### src/rtl/led_pattern_pkg.sv
// Mode encoding shared by the LED pattern generator and anything that programs it.
// Pure definitions: no latency, no flow control.
package led_pattern_pkg;

    typedef enum logic [1:0] {
        MODE_GRAY    = 2'd0,
        MODE_BIN     = 2'd1,
        MODE_SCAN    = 2'd2,
        MODE_BREATHE = 2'd3
    } mode_t;

endpackage

### src/rtl/tick_prescaler.sv
// Free-running divider: one step every 2^LOG2DELAY unpaused clocks; step is registered (1 clock after tick).
// No backpressure: pause freezes the count, clr restarts it and suppresses a coincident tick.
module tick_prescaler #(
    parameter int LOG2DELAY = 21
) (
    input  logic clk,
    input  logic rst_n,
    input  logic clr,
    input  logic pause,
    output logic tick,
    output logic step
);

    logic [LOG2DELAY-1:0] cnt;

    // tick marks the edge on which the pattern state advances; step is its registered copy
    assign tick = (&cnt) & ~pause & ~clr;

    always_ff @(posedge clk or negedge rst_n) begin
        if (!rst_n) begin
            cnt  <= '0;
            step <= 1'b0;
        end else begin
            step <= tick;
            if (clr) begin
                cnt <= '0;
            end else if (!pause) begin
                cnt <= cnt + 1'b1;
            end
        end
    end

endmodule

### src/rtl/led_pattern_gen.sv
// Multi-mode LED pattern generator (gray, binary, scanner, PWM breathe) advancing on prescaler steps.
// led lags the state update by one clock; no backpressure, pause freezes pattern state only.
module led_pattern_gen
    import led_pattern_pkg::*;
#(
    parameter int LED_COUNT = 5,
    parameter int LOG2DELAY = 21,
    parameter int PWM_BITS  = 8
) (
    input  logic                 clki,
    input  logic                 resetn,
    input  logic [1:0]           mode_i,
    input  logic                 mode_load_i,
    input  logic                 pause_i,
    output logic [LED_COUNT-1:0] led,
    output logic                 step_o,
    output logic [1:0]           mode_o
);

    localparam int                  POS_W    = (LED_COUNT > 1) ? $clog2(LED_COUNT) : 1;
    localparam logic [POS_W-1:0]    POS_MAX  = POS_W'(LED_COUNT - 1);
    localparam logic [PWM_BITS-1:0] DUTY_MAX = '1;

    mode_t                mode;
    logic [LED_COUNT-1:0] count;
    logic [POS_W-1:0]     pos;
    logic                 dir;
    logic [PWM_BITS-1:0]  duty;
    logic [PWM_BITS-1:0]  pwm_cnt;
    logic                 tick;

    tick_prescaler #(
        .LOG2DELAY(LOG2DELAY)
    ) u_prescaler (
        .clk  (clki),
        .rst_n(resetn),
        .clr  (mode_load_i),
        .pause(pause_i),
        .tick (tick),
        .step (step_o)
    );

    assign mode_o = mode;

    always_ff @(posedge clki or negedge resetn) begin
        if (!resetn) begin
            mode    <= MODE_GRAY;
            count   <= '0;
            pos     <= '0;
            dir     <= 1'b1;
            duty    <= '0;
            pwm_cnt <= '0;
            led     <= '0;
        end else if (mode_load_i) begin
            // a load restarts the new pattern from scratch and blanks the LEDs for one clock
            mode    <= mode_t'(mode_i);
            count   <= '0;
            pos     <= '0;
            dir     <= 1'b1;
            duty    <= '0;
            pwm_cnt <= '0;
            led     <= '0;
        end else begin
            pwm_cnt <= pwm_cnt + 1'b1;
            if (tick) begin
                case (mode)
                    MODE_GRAY, MODE_BIN: count <= count + 1'b1;
                    MODE_SCAN: begin
                        if (LED_COUNT == 1) begin
                            pos <= '0;
                        end else if (dir) begin
                            if (pos == POS_MAX) begin
                                dir <= 1'b0;
                                pos <= POS_MAX - 1'b1;
                            end else begin
                                pos <= pos + 1'b1;
                            end
                        end else if (pos == '0) begin
                            dir <= 1'b1;
                            pos <= POS_W'(1);
                        end else begin
                            pos <= pos - 1'b1;
                        end
                    end
                    default: begin
                        // endpoints are reflected so each extreme duty lasts exactly one step
                        if (dir) begin
                            if (duty == DUTY_MAX) begin
                                dir  <= 1'b0;
                                duty <= DUTY_MAX - 1'b1;
                            end else begin
                                duty <= duty + 1'b1;
                            end
                        end else if (duty == '0) begin
                            dir  <= 1'b1;
                            duty <= PWM_BITS'(1);
                        end else begin
                            duty <= duty - 1'b1;
                        end
                    end
                endcase
            end
            case (mode)
                MODE_GRAY:    led <= count ^ (count >> 1);
                MODE_BIN:     led <= count;
                MODE_SCAN:    led <= LED_COUNT'(1) << pos;
                MODE_BREATHE: led <= {LED_COUNT{pwm_cnt < duty}};
            endcase
        end
    end

endmodule

### config.mk
export PLATFORM = sky130hd
export DESIGN_NAME = led_pattern_gen
export DESIGN_NICKNAME = d
export VERILOG_FILES = /design/src/rtl/led_pattern_pkg.sv /design/src/rtl/tick_prescaler.sv /design/src/rtl/led_pattern_gen.sv
export SDC_FILE = /design/constraint.sdc
export NUM_CORES = 1
export LEC_CHECK = 0
export CORE_ASPECT_RATIO = 0.6
export CORE_MARGIN = 3
export CORE_UTILIZATION = 60
export CTS_BUF_LIST = sky130_fd_sc_hd__clkbuf_4 sky130_fd_sc_hd__clkbuf_8
export DETAILED_ROUTE_END_ITERATION = 12
export PLACE_DENSITY = 0.8
export SLEW_MARGIN = 10
export SYNTH_ARGS = -nofsm -noshare
export SYNTH_HDL_FRONTEND = slang
export SYNTH_SLANG_ARGS = --single-unit
### constraint.sdc
create_clock -name clki -period 5.7 [get_ports clki]
set_clock_uncertainty 0.15 [all_clocks]
set_input_delay 1.425 -clock clki [delete_from_list [all_inputs] [get_ports clki]]
set_output_delay 1.425 -clock clki [all_outputs]
set_load 0.005 [all_outputs]
==> flow_metrics.py, run 1 <==
metrics = {
    "timing": {
        "hold_viol": 0,
        "worstMarginPinSlew_ns": 1.10,
        "slew_viol_final": 0,
        "timing.final.ws_setup_ns": 2.07,
        "fin_crit_ns": 3.63,
        "finalSetupViolCount": 0,
        "finalCritPeriodShare": 0.637,
        "tns_ns": 0,
        "max_freq_ghz": 0.276,
        "slew_headroom": 0.255,
        "rsz0062_at_grt": "false",
    },
    "cts": {
        "clock_latency_ns": 0.31,
        "postCtsHoldBufs": 0,
        "clock_sinks": 54,
        "clkSlewWorstSetupHoldPaths_ns": 0.10,
        "numCtsBuffers": 5,
        "clock_path_buffers": 2,
        "cts_setup_buffers": 0,
        "ctsResizeCount": 0,
        "tritoncts": "built",
        "h-tree-depth": 2,
        "cts-root-buf": "clkbuf_8",
    },
    "synthesis": {
        "ys.warnings.count": 0,
        "synth_edf_count": 0,
        "yosysTopAreaCellShare": 0.411,
        "synthTopCellsByArea": "dfrtp_1 (41%), ha_1 (8.5%), xor2_1 (5.4%), nor2_1 (5.4%), xnor2_1 (3.8%)",
        "synth_compound_area_frac": 0.125,
        "ys.flop_type": "dfrtp_1",
        "synth_top_family_by_area": "simple AND/OR/NAND/NOR gates",
        "syn_avg_cell_area_um2": 9.34,
        "yosysMostFrequentCell": "dfrtp_1",
        "synth_area_leader_cell": "dfrtp_1",
        "async_flop_share": 1.00,
        "syn_area_um2": 3220,
        "synth_nets": 373,
        "synth_adder_area_share": 0.0854,
        "ys_types": 51,
        "synthMuxAreaShare": 0.0256,
        "yosys.area_share.simple": 0.211,
        "synth-seq-area-share": 0.420,
        "synth_common_cells": "dfrtp_1 (53), nor2_1 (46), ha_1 (22)",
        "ys_ff_latch": 54,
        "syn_inst": 345,
        "yosys.area_share.xor_xnor": 0.0924,
    },
    "floorplanning": {
        "die_height_um": 62.8,
        "io_pins": 14,
        "core_area_um2": 4870,
        "fp.dieArea_um2": 6320,
        "initial_utilization": 0.661,
        "fp.dieW_um": 101,
        "row_count": 19,
    },
    "outcome": {
        "status": "finished clean",
    },
    "job": {
        "cap_violations": 0,
    },
    "global_routing": {
        "overflow": 0,
        "grt_pass1_wl_mm": 12.0,
        "grt_pass1_vias": 2398,
        "antenna_found_initial": 0,
        "grtUsageTotal": 0.234,
        "grt_start_max_net_pins": 55,
    },
    "route": {
        "drt_wl_total_mm": 6.79,
        "drc": 0,
        "antenna_left": 0,
        "wl_per_cell_um": 16.3,
        "first_pass_iters": 7,
        "via_per_inst": 6.04,
        "drt_iter0_drc": 289,
        "vias": 2520,
    },
    "setup_path": {
        "cp-start-kind": "input port",
        "ff2ff_setup_slack_ns": 3.19,
        "slowest_delay_ns": 0.91,
        "path_class": "input port to flop",
        "path_cells": "clkdlybuf4s50_1 -> and4b_1 -> nor4b_1 -> nand4_1 -> xor2_1 -> nor2_1",
        "arrival_ns": 3.72,
        "cp_num_buf_inv": 1,
        "slowest_stage": "nor4b_1",
        "worstPathRequired_ns": 5.79,
        "rr_startpoint": "u_prescaler.cnt[0]",
        "cp-end-kind": "flop",
        "ff2ff_path_depth": 6,
        "path_delay_family": "simple AND/OR/NAND/NOR gates",
        "crit_fanout": 6,
        "reg2reg_to": "pos[0]",
    },
    "place": {
        "gp_congestion": 0.890,
        "dp_slack_ns": 1.78,
        "numPortBuffers": 13,
        "post-dp-hpwl_mm": 4.91,
    },
    "power_and_ir_drop": {
        "leakage_nw": 1.59,
        "p_per_area_nw_per_um2": 196,
        "ir_worst_vdd_mv": 0.110,
    },
    "final_layout": {
        "area_growth_pct": 8.19,
        "antenna_cells": 0,
        "final_nets": 381,
        "drive_gt1_frac": 0.0537,
        "fill_cells": 361,
    },
    "hold_path": {
        "hp-start": "pwm_cnt[0]",
        "min_to": "pwm_cnt[0]",
        "min_path_type": "flop to flop",
        "min_path_cells": 1,
    },
}
## routing by layer
layer	share of wire	track usage
met3	0.065	0.0647
met1	0.52	0.371
met5	0	0
met2	0.41	0.316
met4	0.0029	0.0420
## flip-flops by register name, indices dropped and copies added (netlist names)
name              count
count                 5
dir                   1
duty                  8
led                   5
mode_o                2
pos                   3
pwm_cnt               8
u_prescaler.cnt      21
u_prescaler.step      1
## where the power goes
part           switching (W)  leakage (nW)  internal, W
Combinational      0.0000310         0.804    0.0000257
Sequential        0.00000932         0.740     0.000390
Clock               0.000129        0.0472    0.0000980
## how the worst max path moves through the flow
stage,start,end,slack (ns),cells after the start
floorplan,pause_i,dir,2.52,5
global placement,pause_i,u_prescaler.cnt[17],1.84,6
detailed placement,pause_i,u_prescaler.cnt[17],1.78,6
CTS,pause_i,pos[0],2.11,6
global route,pause_i,u_prescaler.cnt[17],1.92,6
finish,pause_i,u_prescaler.cnt[17],2.07,6
## cell families after synthesis
group / after synthesis
fa+ha+maj: 22
flops: 54
buf+inv: 35
xor+xnor: 34
mux: 8
simple gates: 132
compound gates: 60
## layout by cell type, fill, tap and decap left out, types with 3 or more instances in the layout
cell             synthesis  final
ha_1                    22     22
o21ai_0                 16     16
a21oi_1                  8      8
clkdlybuf4s50_1          0     12
nand2_1                 21     21
buf_4                    0      3
inv_1                   19     19
nor4_1                   3      3
a21o_1                   3      3
a2bb2oi_1                4      4
mux2i_1                  6      6
clkbuf_8                 0      6
a31oi_1                  3      3
nor3_1                   9      9
nand2b_1                 4      4
and3_1                   8      8
nand4_1                  8      8
nor2_1                  46     46
nor2b_1                  3      3
dfrtp_1                 53     53
a211oi_1                 6      6
nand3_1                 18     18
xnor2_1                 14     14
xor2_1                  20     20
o22ai_1                  5      5
## layout make-up
type | instances | area (um2) | area share
Sequential cell | 54 | 1350 | 0.388
Tap cell | 63 | 78.8 | 0.0226
Clock inverter | 2 | 12.5 | 0.00359
Multi-Input combinational cell | 256 | 1740 | 0.498
Clock buffer | 6 | 82.6 | 0.0237
Timing Repair Buffer | 16 | 148 | 0.0423
Inverter | 20 | 75.1 | 0.0215
## metrics by stage
stage / cells / hold WS, ns / instance area (um2) / util / power, W
finish: 417 / 0.328 / 3490 / 0.716 / 0.000683
global route: 417 / 0.358 / 3490 / 0.716 / 0.000720
CTS: 417 / 0.334 / 3490 / 0.716 / 0.000689
detailed placement: 409 / 0.320 / 3390 / 0.696 / 0.000464
global placement: 409 / 0.305 / 3390 / 0.696 / 0.000462
floorplan: 345 / 0.280 / 3220 / - / 0.000434
(Power assumes the default switching activity.)
==> run 2, diff against run 1 <==
--- a/config.mk
+++ b/config.mk
@@ -7,7 +7,7 @@
 export LEC_CHECK = 0
 export CORE_ASPECT_RATIO = 0.6
 export CORE_MARGIN = 3
-export CORE_UTILIZATION = 60
+export CORE_UTILIZATION = 57
 export CTS_BUF_LIST = sky130_fd_sc_hd__clkbuf_4 sky130_fd_sc_hd__clkbuf_8
 export DETAILED_ROUTE_END_ITERATION = 12
 export PLACE_DENSITY = 0.8
==> constraint.sdc (replaced) <==
create_clock -name clki -period 3.3 [get_ports clki]
set_clock_uncertainty 0.15 [all_clocks]
set_input_delay 0.825 -clock clki [delete_from_list [all_inputs] [get_ports clki]]
set_output_delay 0.825 -clock clki [all_outputs]
set_load 0.005 [all_outputs]
==> run 2 against run 1 <==
Net effect: first-iteration DRC count shrank 32%; wire length grew 3.9%; die area grew 4.9%; critical path depth is the same; critical path type unchanged; largest power group unchanged.
==> flow_metrics.py, run 2 (synthesized netlist as in run 1, its figures left out) <==
metrics = {
    "global_routing": {
        "antenna_found_initial": 0,
        "grtUsageTotal": 0.235,
        "use_met3": 0.0425,
        "overflow": 0,
        "grt_pass1_wl_mm": 12.2,
        "grt_pass1_vias": 2465,
        "grt_use_met2": 0.335,
        "globalRouteMet1Util": 0.367,
        "grt_start_max_net_pins": 30,
        "grt-busiest-layer": "met1",
    },
    "floorplanning": {
        "io_pins": 14,
        "row_count": 20,
        "initial_utilization": 0.613,
        "die_height_um": 64.2,
        "fp.dieW_um": 103,
        "fp.dieArea_um2": 6620,
        "core_area_um2": 5260,
    },
    "timing": {
        "finalSetupViolCount": 0,
        "slew_viol_final": 0,
        "max_freq_ghz": 0.360,
        "rsz0062_at_grt": "false",
        "worstMarginPinSlew_ns": 0.795,
        "hold_viol": 0,
        "fin_crit_ns": 2.78,
        "finalCritPeriodShare": 0.842,
        "tns_ns": 0,
        "timing.final.ws_setup_ns": 0.521,
        "slew_headroom": 0.465,
    },
    "hold_path": {
        "min_to": "pwm_cnt[0]",
        "min_path_type": "flop to flop",
        "hp-start": "pwm_cnt[0]",
        "min_path_cells": 1,
    },
    "final_layout": {
        "fill_cells": 417,
        "top_regs": "u_prescaler.cnt x21, duty x8, pwm_cnt x8",
        "max_flop_register": "u_prescaler.cnt",
        "layout_common_cells": "dfrtp_1 (53), nor2_1 (46), ha_1 (22)",
        "final_nets": 386,
        "mostFrequentLayoutCell": "dfrtp_1",
        "largest_register_ffs": 21,
        "drive_gt1_frac": 0.0669,
        "antenna_cells": 0,
        "area_growth_pct": 10.1,
    },
    "route": {
        "drt_iter0_drc": 196,
        "vias": 2579,
        "wl_per_cell_um": 16.6,
        "antenna_left": 0,
        "via_per_inst": 6.07,
        "drc": 0,
        "drt_wl_total_mm": 7.05,
        "first_pass_iters": 5,
    },
    "cts": {
        "ctsResizeCount": 0,
        "clock_path_buffers": 2,
        "clock_sinks": 54,
        "clkSlewWorstSetupHoldPaths_ns": 0.09,
        "cts-root-buf": "clkbuf_8",
        "cts_setup_buffers": 0,
        "numCtsBuffers": 5,
        "h-tree-depth": 2,
        "tritoncts": "built",
        "postCtsHoldBufs": 0,
        "clock_latency_ns": 0.31,
    },
    "setup_path": {
        "ff2ff_setup_slack_ns": 0.75,
        "path_class": "input port to flop",
        "rr_startpoint": "duty[0]",
        "cp-start-kind": "input port",
        "crit_fanout": 6,
        "reg2reg_to": "dir",
        "cp-end-kind": "flop",
        "arrival_ns": 2.83,
        "ff2ff_path_depth": 6,
        "worstPathRequired_ns": 3.35,
    },
    "power_and_ir_drop": {
        "ir_worst_vdd_mv": 0.228,
        "leakage_nw": 1.63,
        "p_per_area_nw_per_um2": 352,
    },
    "job": {
        "cap_violations": 0,
    },
    "place": {
        "numPortBuffers": 13,
        "dp_slack_ns": 0.183,
        "gp_congestion": 0.868,
        "post-dp-hpwl_mm": 4.99,
    },
    "outcome": {
        "status": "finished clean",
    },
}
## run 2: cell types whose count changed in the layout (fill, tap and decap cells not counted)
| cell | before | now |
|---|---|---|
| clkbuf_8 | 6 | 5 |
| clkinvlp_4 | 1 | 0 |
| clkbuf_4 | 0 | 2 |
| bufinv_16 | 0 | 1 |
| buf_4 | 3 | 8 |
| clkinv_2 | 1 | 0 |
## run 2: report_power, final
part	leakage [nW]	internal [W]	switching [W]	total (W)
clock network	0.0593	0.000244	0.000214	0.000458
logic	0.829	0.0000459	0.0000546	0.000101
registers	0.740	0.000674	0.0000148	0.000689
## run 2: metal layers
metal / routed length, um / vias to the layer above / part of all wire
met2: 3030 / 91 / 0.43
met5: 0 / - / 0
li1: - / 1238 / -
met3: 446 / 11 / 0.063
met4: 60 / 0 / 0.0085
met1: 3520 / 1239 / 0.50
## run 2: through the flow
stage                     utilization  hold slack [ns]  total power [W]  area, um2  instances
after floorplan                     -            0.280         0.000749       3220        345
after global placement          0.653            0.319         0.000800       3430        417
after detailed placement        0.653            0.317         0.000803       3430        417
after CTS                       0.675            0.330          0.00125       3550        425
after global routing            0.675            0.347          0.00130       3550        425
final                           0.675            0.324          0.00125       3550        425
## run 2: area by class of cell
class | instances | area (um2) | share of cell area
clock inverter | 1 | 30.0 | 0.00847
inverter | 20 | 75.1 | 0.0212
tap | 66 | 82.6 | 0.0233
multi-input combinational | 256 | 1740 | 0.490
clock buffer | 7 | 83.8 | 0.0236
timing repair buffer | 21 | 185 | 0.0522
sequential | 54 | 1350 | 0.381
## run 2: worst max-delay path, cell delays in order
cell and delay (ns):
clkdlybuf4s50_1 0.42, nand4b_4 0.17, or4_1 0.66, nor4_4 0.43
o2111ai_1 0.16, o211a_1 0.16
## run 2: worst max path at each step
stage	slack, ns	from	cells after the start	to
5_1_grt	0.41	pause_i	6	pos[0]
4_1_cts	0.52	pause_i	6	pos[0]
3_5_place_dp	0.18	pause_i	6	pos[0]
2_1_floorplan	0.72	pause_i	5	dir
6_report	0.52	pause_i	6	pos[0]
3_3_place_gp	0.25	pause_i	5	dir
==> run 3, diff against run 2 <==
--- a/config.mk
+++ b/config.mk
@@ -7,7 +7,7 @@
 export LEC_CHECK = 0
 export CORE_ASPECT_RATIO = 0.6
 export CORE_MARGIN = 3
-export CORE_UTILIZATION = 57
+export CORE_UTILIZATION = 60
 export CTS_BUF_LIST = sky130_fd_sc_hd__clkbuf_4 sky130_fd_sc_hd__clkbuf_8
 export DETAILED_ROUTE_END_ITERATION = 12
 export PLACE_DENSITY = 0.8
==> constraint.sdc (replaced) <==
create_clock -name clki -period 2.77 [get_ports clki]
set_clock_uncertainty 0.15 [all_clocks]
set_input_delay 0.6925 -clock clki [delete_from_list [all_inputs] [get_ports clki]]
set_output_delay 0.6925 -clock clki [all_outputs]
set_load 0.005 [all_outputs]
==> run 3 against run 2 <==
Net effect: cell area increased by 1.1%; sequential power increased by 19%; critical path type unchanged; largest cell class unchanged; cell count rose by 0.47%; flip-flop and latch count unchanged; critical path depth unchanged; clock power barely moved.
==> flow_metrics.py, run 3 (synthesized netlist as in run 1, its figures left out) <==
metrics = {
    "floorplanning": {
        "io_pins": 14,
        "fp.dieArea_um2": 6320,
        "initial_utilization": 0.661,
        "fp.dieW_um": 101,
        "die_height_um": 62.8,
        "core_area_um2": 4870,
        "row_count": 19,
    },
    "route": {
        "antenna_left": 0,
        "drt_iter0_drc": 254,
        "vias": 2596,
        "drt_wl_total_mm": 7.00,
        "drc": 0,
        "first_pass_iters": 5,
        "via_per_inst": 6.08,
        "wl_per_cell_um": 16.4,
    },
    "place": {
        "numPortBuffers": 13,
        "post-dp-hpwl_mm": 5.05,
        "placedCellCount": 419,
        "dp_slack_ns": -0.175,
        "dpl_cell_area_um2": 3490,
        "gp_congestion": 0.869,
    },
    "timing": {
        "worstMarginPinSlew_ns": 0.700,
        "finalCritPeriodShare": 0.954,
        "hold_viol": 0,
        "max_freq_ghz": 0.378,
        "slew_viol_final": 0,
        "finalSetupViolCount": 0,
        "timing.final.ws_setup_ns": 0.128,
        "fin_crit_ns": 2.64,
        "tns_ns": 0,
        "rsz0062_at_grt": "false",
        "slew_headroom": 0.533,
    },
    "setup_path": {
        "slowest_delay_ns": 0.65,
        "worstPathRequired_ns": 2.82,
        "ff2ff_setup_slack_ns": 0.39,
        "crit_fanout": 4,
        "cp-end-kind": "flop",
        "cp-start-kind": "input port",
        "ff2ff_path_depth": 6,
        "cp_num_buf_inv": 1,
        "worstSetupStartpoint": "pause_i",
        "path_class": "input port to flop",
        "cp.depth": 6,
        "arrival_ns": 2.69,
        "slowest_stage": "or4_1",
        "path_delay_family": "simple AND/OR/NAND/NOR gates",
        "reg2reg_to": "pos[0]",
        "path_cells": "clkdlybuf4s50_1 -> nand4b_4 -> or4_1 -> nor4_4 -> o2111ai_1 -> o211a_1",
        "crit_path_end": "pos[0]",
        "rr_startpoint": "u_prescaler.cnt[0]",
    },
    "final_layout": {
        "final_cell_area_um2": 3580,
        "largest_register_ffs": 21,
        "max_flop_register": "u_prescaler.cnt",
        "final_nets": 391,
        "fin_util": 0.736,
        "top_regs": "u_prescaler.cnt x21, duty x8, pwm_cnt x8",
        "fill_cells": 340,
        "drive_gt1_frac": 0.0797,
        "area_growth_pct": 11.2,
        "layout_common_cells": "dfrtp_1 (53), nor2_1 (46), ha_1 (22)",
        "mostFrequentLayoutCell": "dfrtp_1",
        "fin_cells": 427,
        "antenna_cells": 0,
    },
    "global_routing": {
        "grt_start_max_net_pins": 55,
        "grtUsageTotal": 0.239,
        "grt_pass1_vias": 2484,
        "grt_pass1_wl_mm": 12.2,
        "overflow": 0,
        "antenna_found_initial": 0,
    },
    "outcome": {
        "status": "finished clean",
    },
    "cts": {
        "tritoncts": "built",
        "clkSlewWorstSetupHoldPaths_ns": 0.10,
        "ctsResizeCount": 0,
        "postCtsHoldBufs": 0,
        "clock_latency_ns": 0.32,
        "clock_sinks": 54,
        "cts-root-buf": "clkbuf_8",
        "clock_path_buffers": 2,
        "cts_setup_buffers": 0,
        "h-tree-depth": 2,
        "numCtsBuffers": 5,
    },
    "power_and_ir_drop": {
        "p_per_area_nw_per_um2": 392,
        "leakage_nw": 1.64,
        "ir_worst_vdd_mv": 0.380,
    },
    "job": {
        "cap_violations": 0,
    },
    "hold_path": {
        "min_path_type": "input port to async pin",
    },
}
[run 3: cell types whose count changed in the layout (fill, tap and decap cells not counted), sizes merged]
cell and change:
clkbuf -2, buf +5, inv +1, clkinvlp +2
bufinv -1
[run 3: layout make-up]
cell class	instances	area (um2)	area share
multi-input combinational	256	1740	0.485
sequential	54	1350	0.377
timing repair buffer	26	248	0.0691
tap	63	78.8	0.0220
inverter	20	75.1	0.0209
clock buffer	5	68.8	0.0192
clock inverter	3	23.8	0.00663
[run 3: how the worst min path moves through the flow]
stage | start | end | slack, ns | cells after the start
6_report | resetn | duty[2] | 0.20 | 2
5_1_grt | resetn | duty[2] | 0.21 | 2
4_1_cts | resetn | u_prescaler.cnt[11] | 0.21 | 2
3_5_place_dp | pwm_cnt[0] | pwm_cnt[0] | 0.31 | 1
3_3_place_gp | pwm_cnt[0] | pwm_cnt[0] | 0.30 | 1
2_1_floorplan | resetn | count[0] | 0.25 | 0
[run 3: report_power, final]
part / switching [W] / total (W) / internal (W)
clock: 0.000279 / 0.000460 / 0.000181
combinational: 0.0000669 / 0.000126 / 0.0000587
sequential: 0.0000157 / 0.000819 / 0.000803
total: 0.000361 / 0.00140 / 0.00104
[run 3: metal layers]
layer  vias to the layer above  GRT usage  part of all wire
met2                        98      0.334              0.43
met4                         0     0.0387            0.0063
met1                      1250      0.378              0.49
met5                         -          0                 0
li1                       1244          -                 -
met3                         4     0.0535             0.071
[run 3: worst register-to-register path: cells and delay by family (launching register included)]
family,cells,cell delay (ns)
and+or+nand+nor,3,1.17
DFF,1,0.39
AOI/OAI and AO/OA,2,0.34
adders and majority gates,1,0.22
[run 3: through the flow]
step / hold WS, ns / total power, W
after global placement: 0.304 / 0.000958
after global routing: 0.214 / 0.00147
after floorplan: 0.247 / 0.000892
after CTS: 0.215 / 0.00141
after detailed placement: 0.313 / 0.000960
final: 0.197 / 0.00140
